$ cat src/rtl/card_dealer.sv
// card_dealer: deals 4-bit card codes (0=A .. 12=K) from a single deck
// without replacement. A free-running 8-bit LFSR proposes a rank; when that
// rank is exhausted the dealer walks upward (wrapping K -> A) to the next
// rank that still has cards.
//
// Handshake: i_Draw is a one-cycle request that is accepted only while
// o_Busy is low and o_Empty is low; a request seen at any other time is
// dropped, not queued. Each accepted request produces exactly one o_Valid
// pulse, and o_Card holds the dealt code from that pulse until the next deal.
// i_Shuffle refills the deck and cancels an accepted request, so that request
// then produces no pulse.
module card_dealer #(
  parameter logic [7:0] LFSR_SEED      = 8'hA5,
  parameter int         CARDS_PER_RANK = 4
) (
  input  logic       i_Clk,
  input  logic       i_Rst,
  input  logic       i_Draw,
  input  logic       i_Shuffle,
  output logic [3:0] o_Card,
  output logic       o_Valid,
  output logic       o_Busy,
  output logic       o_Empty,
  output logic [5:0] o_Remaining,
  output logic [1:0] o_Dbg_State
);

  typedef enum logic [1:0] {
    ST_IDLE = 2'd0,
    ST_PICK = 2'd1,
    ST_SCAN = 2'd2,
    ST_DEAL = 2'd3
  } state_e;

  localparam logic [2:0] FULL_CNT  = 3'(CARDS_PER_RANK);
  localparam logic [5:0] FULL_DECK = 6'(13 * CARDS_PER_RANK);

  state_e     state_q, state_d;
  logic [7:0] lfsr_q, lfsr_d;
  logic [3:0] rank_q, rank_d;
  logic [2:0] cnt_q [13];
  logic [2:0] cnt_d [13];
  logic [5:0] rem_q, rem_d;
  logic [3:0] card_q, card_d;
  logic       valid_q, valid_d;
  logic       empty_q, empty_d;
  logic       busy_q, busy_d;

  logic [3:0] cand;
  logic       cand_avail;
  logic       rank_avail;

  // Rank successor with K -> A wrap.
  function automatic logic [3:0] next_rank(input logic [3:0] r);
    return (r == 4'd12) ? 4'd0 : r + 4'd1;
  endfunction

  // Fold the low LFSR nibble into 0..12 and look up card availability.
  always_comb begin
    cand       = (lfsr_q[3:0] < 4'd13) ? lfsr_q[3:0] : lfsr_q[3:0] - 4'd13;
    cand_avail = (cnt_q[cand] != 3'd0);
    rank_avail = (cnt_q[rank_q] != 3'd0);
  end

  // State and datapath registers; reset restores a fresh deck and the seed.
  always_ff @(posedge i_Clk) begin
    if (i_Rst) begin
      state_q <= ST_IDLE;
      lfsr_q  <= LFSR_SEED;
      rank_q  <= 4'd0;
      for (int i = 0; i < 13; i++) cnt_q[i] <= FULL_CNT;
      rem_q   <= FULL_DECK;
      card_q  <= 4'd0;
      valid_q <= 1'b0;
      empty_q <= 1'b0;
      busy_q  <= 1'b0;
    end else begin
      state_q <= state_d;
      lfsr_q  <= lfsr_d;
      rank_q  <= rank_d;
      for (int i = 0; i < 13; i++) cnt_q[i] <= cnt_d[i];
      rem_q   <= rem_d;
      card_q  <= card_d;
      valid_q <= valid_d;
      empty_q <= empty_d;
      busy_q  <= busy_d;
    end
  end

  // Next-state: shuffle overrides everything and returns to IDLE.
  always_comb begin
    state_d = state_q;
    if (i_Shuffle) begin
      state_d = ST_IDLE;
    end else begin
      case (state_q)
        ST_IDLE: if (i_Draw && !empty_q) state_d = ST_PICK;
        ST_PICK: state_d = cand_avail ? ST_DEAL : ST_SCAN;
        ST_SCAN: state_d = rank_avail ? ST_DEAL : ST_SCAN;
        ST_DEAL: state_d = ST_IDLE;
        default: state_d = ST_IDLE;
      endcase
    end
  end

  // Datapath updates per state: rank search, dealing, deck bookkeeping.
  always_comb begin
    lfsr_d  = {lfsr_q[6:0], lfsr_q[7] ^ lfsr_q[5] ^ lfsr_q[4] ^ lfsr_q[3]};
    rank_d  = rank_q;
    for (int i = 0; i < 13; i++) cnt_d[i] = cnt_q[i];
    rem_d   = rem_q;
    card_d  = card_q;
    valid_d = 1'b0;
    empty_d = empty_q;
    if (i_Shuffle) begin
      for (int i = 0; i < 13; i++) cnt_d[i] = FULL_CNT;
      rem_d   = FULL_DECK;
      empty_d = 1'b0;
    end else begin
      case (state_q)
        ST_PICK: rank_d = cand_avail ? cand : next_rank(cand);
        ST_SCAN: if (!rank_avail) rank_d = next_rank(rank_q);
        ST_DEAL: begin
          card_d         = rank_q;
          valid_d        = 1'b1;
          cnt_d[rank_q]  = cnt_q[rank_q] - 3'd1;
          rem_d          = rem_q - 6'd1;
          empty_d        = (rem_q == 6'd1);
        end
        default: ;
      endcase
    end
    busy_d = (state_d != ST_IDLE);
  end

  // Outputs come straight from registers.
  always_comb begin
    o_Card      = card_q;
    o_Valid     = valid_q;
    o_Busy      = busy_q;
    o_Empty     = empty_q;
    o_Remaining = rem_q;
    o_Dbg_State = state_q;
  end

endmodule
$ cat config.mk
export PLATFORM = sky130hd
export DESIGN_NAME = card_dealer
export DESIGN_NICKNAME = d
export VERILOG_FILES = /design/src/rtl/card_dealer.sv
export SDC_FILE = /design/constraint.sdc
export NUM_CORES = 1
export LEC_CHECK = 0
export CORE_ASPECT_RATIO = 0.9
export CORE_UTILIZATION = 45
export DETAILED_ROUTE_END_ITERATION = 7
export MAX_ROUTING_LAYER = met4
export PLACE_DENSITY = 0.6
export SKIP_LAST_GASP = 1
export SYNTH_ARGS = -nofsm -noshare
export SYNTH_HDL_FRONTEND = slang
export SYNTH_SLANG_ARGS = --single-unit
$ cat constraint.sdc
create_clock -name i_Clk -period 3.3 [get_ports i_Clk]
set_clock_uncertainty 0.15 [all_clocks]
set_input_delay 0.825 -clock i_Clk [delete_from_list [all_inputs] [get_ports i_Clk]]
set_output_delay 0.825 -clock i_Clk [all_outputs]
set_load 0.02 [all_outputs]
==> flow_metrics.env <==
export IMPL_cp_slowest_stage_delay_ns=0.50
export IMPL_ys_ff_latch=70
export IMPL_htreeDepth=3
export IMPL_cts_buffers_inserted=9
export IMPL_final_layout_size_suffix_gt1_frac=0.144
export IMPL_start_util=0.469
export IMPL_max_cap_viol_count=0
export IMPL_final_common_cell="dfxtp_1"
export IMPL_total_leakage_power_nw=1.43
export IMPL_setup_viol=0
export IMPL_diodes=0
export IMPL_critPathArrivalTime_ns=3.22
export IMPL_startpoint_type="flop"
export IMPL_yosys_warnings=0
export IMPL_netlist_area_sq_mm=0.00357
export IMPL_fin_crit_sh=0.952
export IMPL_crit_path_end_kind="flop"
export IMPL_switchingPower_uw=499
export IMPL_pwr_share_seq=0.469
export IMPL_fin_area_sq_mm=0.00401
export IMPL_vias=2799
export IMPL_io_buffers=18
export IMPL_io_pins=19
export IMPL_ir_worst_vdd_v=0.000212
export IMPL_viasPerCell=5.61
export IMPL_dp_cells=483
export IMPL_drtIter0Drc=216
export IMPL_instances_no_fill=499
export IMPL_finalSetupTns_ns=0
export IMPL_synth_edf_count=0
export IMPL_slowest_stage="mux4_2"
export IMPL_whs_ns=0.268
export IMPL_gp_congestion=0.865
export IMPL_avgSynthCellArea_sq_um=9.14
export IMPL_required_ns=3.38
export IMPL_die_width_um=95.9
export IMPL_reg2reg_slack_ns=0.16
export IMPL_synth_seq_area_share=0.392
export IMPL_die_area_sq_mm=0.00830
export IMPL_placed_area_sq_mm=0.00379
export IMPL_post_drt_wl_per_cell_um=16.9
export IMPL_postRouteAntennaNets=0
export IMPL_critPathBufInv=1
export IMPL_fmax_mhz=318
export IMPL_hold_viol=0
export IMPL_dp_hpwl_um=6050
export IMPL_path_class="flop to flop"
export IMPL_worst_slew_pin_slew_ns=0.539
export IMPL_layout_common_cells="dfxtp_1 (69), nor2_1 (48), nand2_1 (37)"
export IMPL_crit_family="multiplexers"
export IMPL_relSlewSlack=0.635
export IMPL_ys_types=56
export IMPL_power_frac_comb=0.130
export IMPL_die_h_um=86.5
export IMPL_totalWireLength_um=8430
export IMPL_fin_crit_ns=3.14
export IMPL_crit_fanout=6
export IMPL_grt_pass1_wl_um=14100
export IMPL_core_area_sq_mm=0.00762
export IMPL_overflow=0
export IMPL_grt_use_total=0.235
export IMPL_critPathMostFrequentCell="o21ai_0"
export IMPL_cellPowerDensity_mw_per_mm2=479
export IMPL_clockBufferDepth=2
export IMPL_status="completed"
export IMPL_cp_depth=12
export IMPL_timing_final_max_slew_violations=0
export IMPL_grt_pass1_vias=2669
export IMPL_hold_class="flop to flop"
export IMPL_synth_nets=410
export IMPL_pwr_share_clk=0.401
export IMPL_syn_inst=391
export IMPL_rsz0062_at_grt="no"
export IMPL_power_total_mw=1.92
export IMPL_reg2regPathDepth=12
export IMPL_root_buffer="clkbuf_8"
export IMPL_syn_to_final_growth_pct=12.3
export IMPL_cts_tree="built"
export IMPL_antenna_found_initial=0
export IMPL_rows=30
export IMPL_drc_errors=0
export IMPL_clk_pin_slew_ns=0.07
export IMPL_insertion_delay_ns=0.35
export IMPL_synth_ff_type="dfxtp_1"
export IMPL_switching_share=0.260
export IMPL_grt_max_degree=31
export IMPL_whs_path_depth=1
export IMPL_async_reset_ff_frac=0
export IMPL_fin_nets=417
export IMPL_p_int_mw=1.42
export IMPL_path_cells="buf_4, mux4_2, mux2_2, o21ai_0, ha_1, ha_1, nor2b_1, or2_2, o21ai_0, o21ai_0, a31oi_1, a21oi_1"
export IMPL_cts_sinks=70
export IMPL_dr_pass1_iters=4
[sequential cells by signal, indices dropped and copies added, names as in the netlist, named ones only]
| name | flops |
|---|---|
| lfsr_q | 8 |
| o_Card | 4 |
| rank_q | 4 |
| cnt_q | 39 |
| o_Empty | 1 |
| o_Remaining | 6 |
| o_Valid | 1 |
| o_Dbg_State | 2 |
| o_Busy | 1 |
[repair_timing]
action,4_1_cts,5_1_grt
setup endpoints to repair,0,6
hold buffers,0,0
buffers inserted,0,0
resized for setup,0,1
[worst paths after layout]
path,start,to
setup / recovery,flop,rank_q[2]
hold / removal,lfsr_q[6],lfsr_q[7]
setup reg to reg,flop,rank_q[2]
hold reg to reg,lfsr_q[6],lfsr_q[7]
[cells by family (layout without fill, tap and decap cells)]
logic type / count (synthesis) / in the layout / share of synthesized area
and+or+nand+nor: 144 / 144 / 0.197
buffers and inverters: 45 / 57 / 0.0567
DFF: 70 / 70 / 0.392
AOI/OAI and AO/OA: 90 / 90 / 0.181
adders and majority gates: 15 / 15 / 0.0525
xor gates and xnor gates: 8 / 8 / 0.0249
muxes: 19 / 19 / 0.0949
[area by class of cell]
| cell class | count | area [sq um] |
|---|---|---|
| Clock buffer | 13 | 149 |
| Fill cell | 700 | 3610 |
| Tap cell | 96 | 120 |
| Sequential cell | 70 | 1400 |
| Multi-Input combinational cell | 276 | 1970 |
| Clock inverter | 3 | 67.6 |
| Inverter | 14 | 55.1 |
| Timing Repair Buffer | 27 | 248 |
[cell usage after synthesis (2+ instances only)]
cell	number	area, sq um
a211oi_2	10	125
xor2_1	3	26.3
nor4_1	2	12.5
inv_1	13	48.8
a21o_1	2	15.0
mux4_2	11	248
buf_6	4	45.0
dfxtp_1	70	1400
nor2b_1	8	50.1
o21ai_0	24	120
or2_2	5	31.3
nand2b_1	4	25.0
mux2i_1	5	50.1
o211ai_1	2	15.0
nor2_1	48	180
mux2_4	2	30.0
clkbuf_1	25	93.8
and2_1	7	43.8
and3_1	4	25.0
a211o_1	3	26.3
nand2_1	37	139
ha_1	15	188
nor4b_1	2	17.5
a31oi_1	3	18.8
nand3_1	4	20.0
xnor2_1	4	35.0
nor3_1	13	65.1
o21ai_1	2	10.0
a211oi_1	19	143
a21oi_1	14	70.1
[power groups by stage]
| stage | Combinational, mW | Clock (mW) | Sequential, mW |
|---|---|---|---|
| floorplan | 0.203 | 0 | 0.899 |
| global placement | 0.245 | 0 | 0.920 |
| detailed placement | 0.247 | 0 | 0.921 |
| CTS | 0.250 | 0.785 | 0.901 |
| global route | 0.273 | 0.826 | 0.906 |
| finish | 0.249 | 0.770 | 0.901 |
[metal layers]
metal	track usage	up-vias	share of wire
li1	-	1389	-
met1	0.328	1327	0.48
met2	0.341	75	0.44
met3	0.0500	8	0.060
met4	0.0692	0	0.012
met5	-	-	0
[per-stage QoR]
step                utilization  setup WS, ns
finish                    0.526         0.159
global placement          0.498         0.164
CTS                       0.526        0.0520
floorplan                     -         0.238
detailed placement        0.498        0.0638
global route              0.526       0.00461
Note: power is estimated with default switching activity, not from simulation.
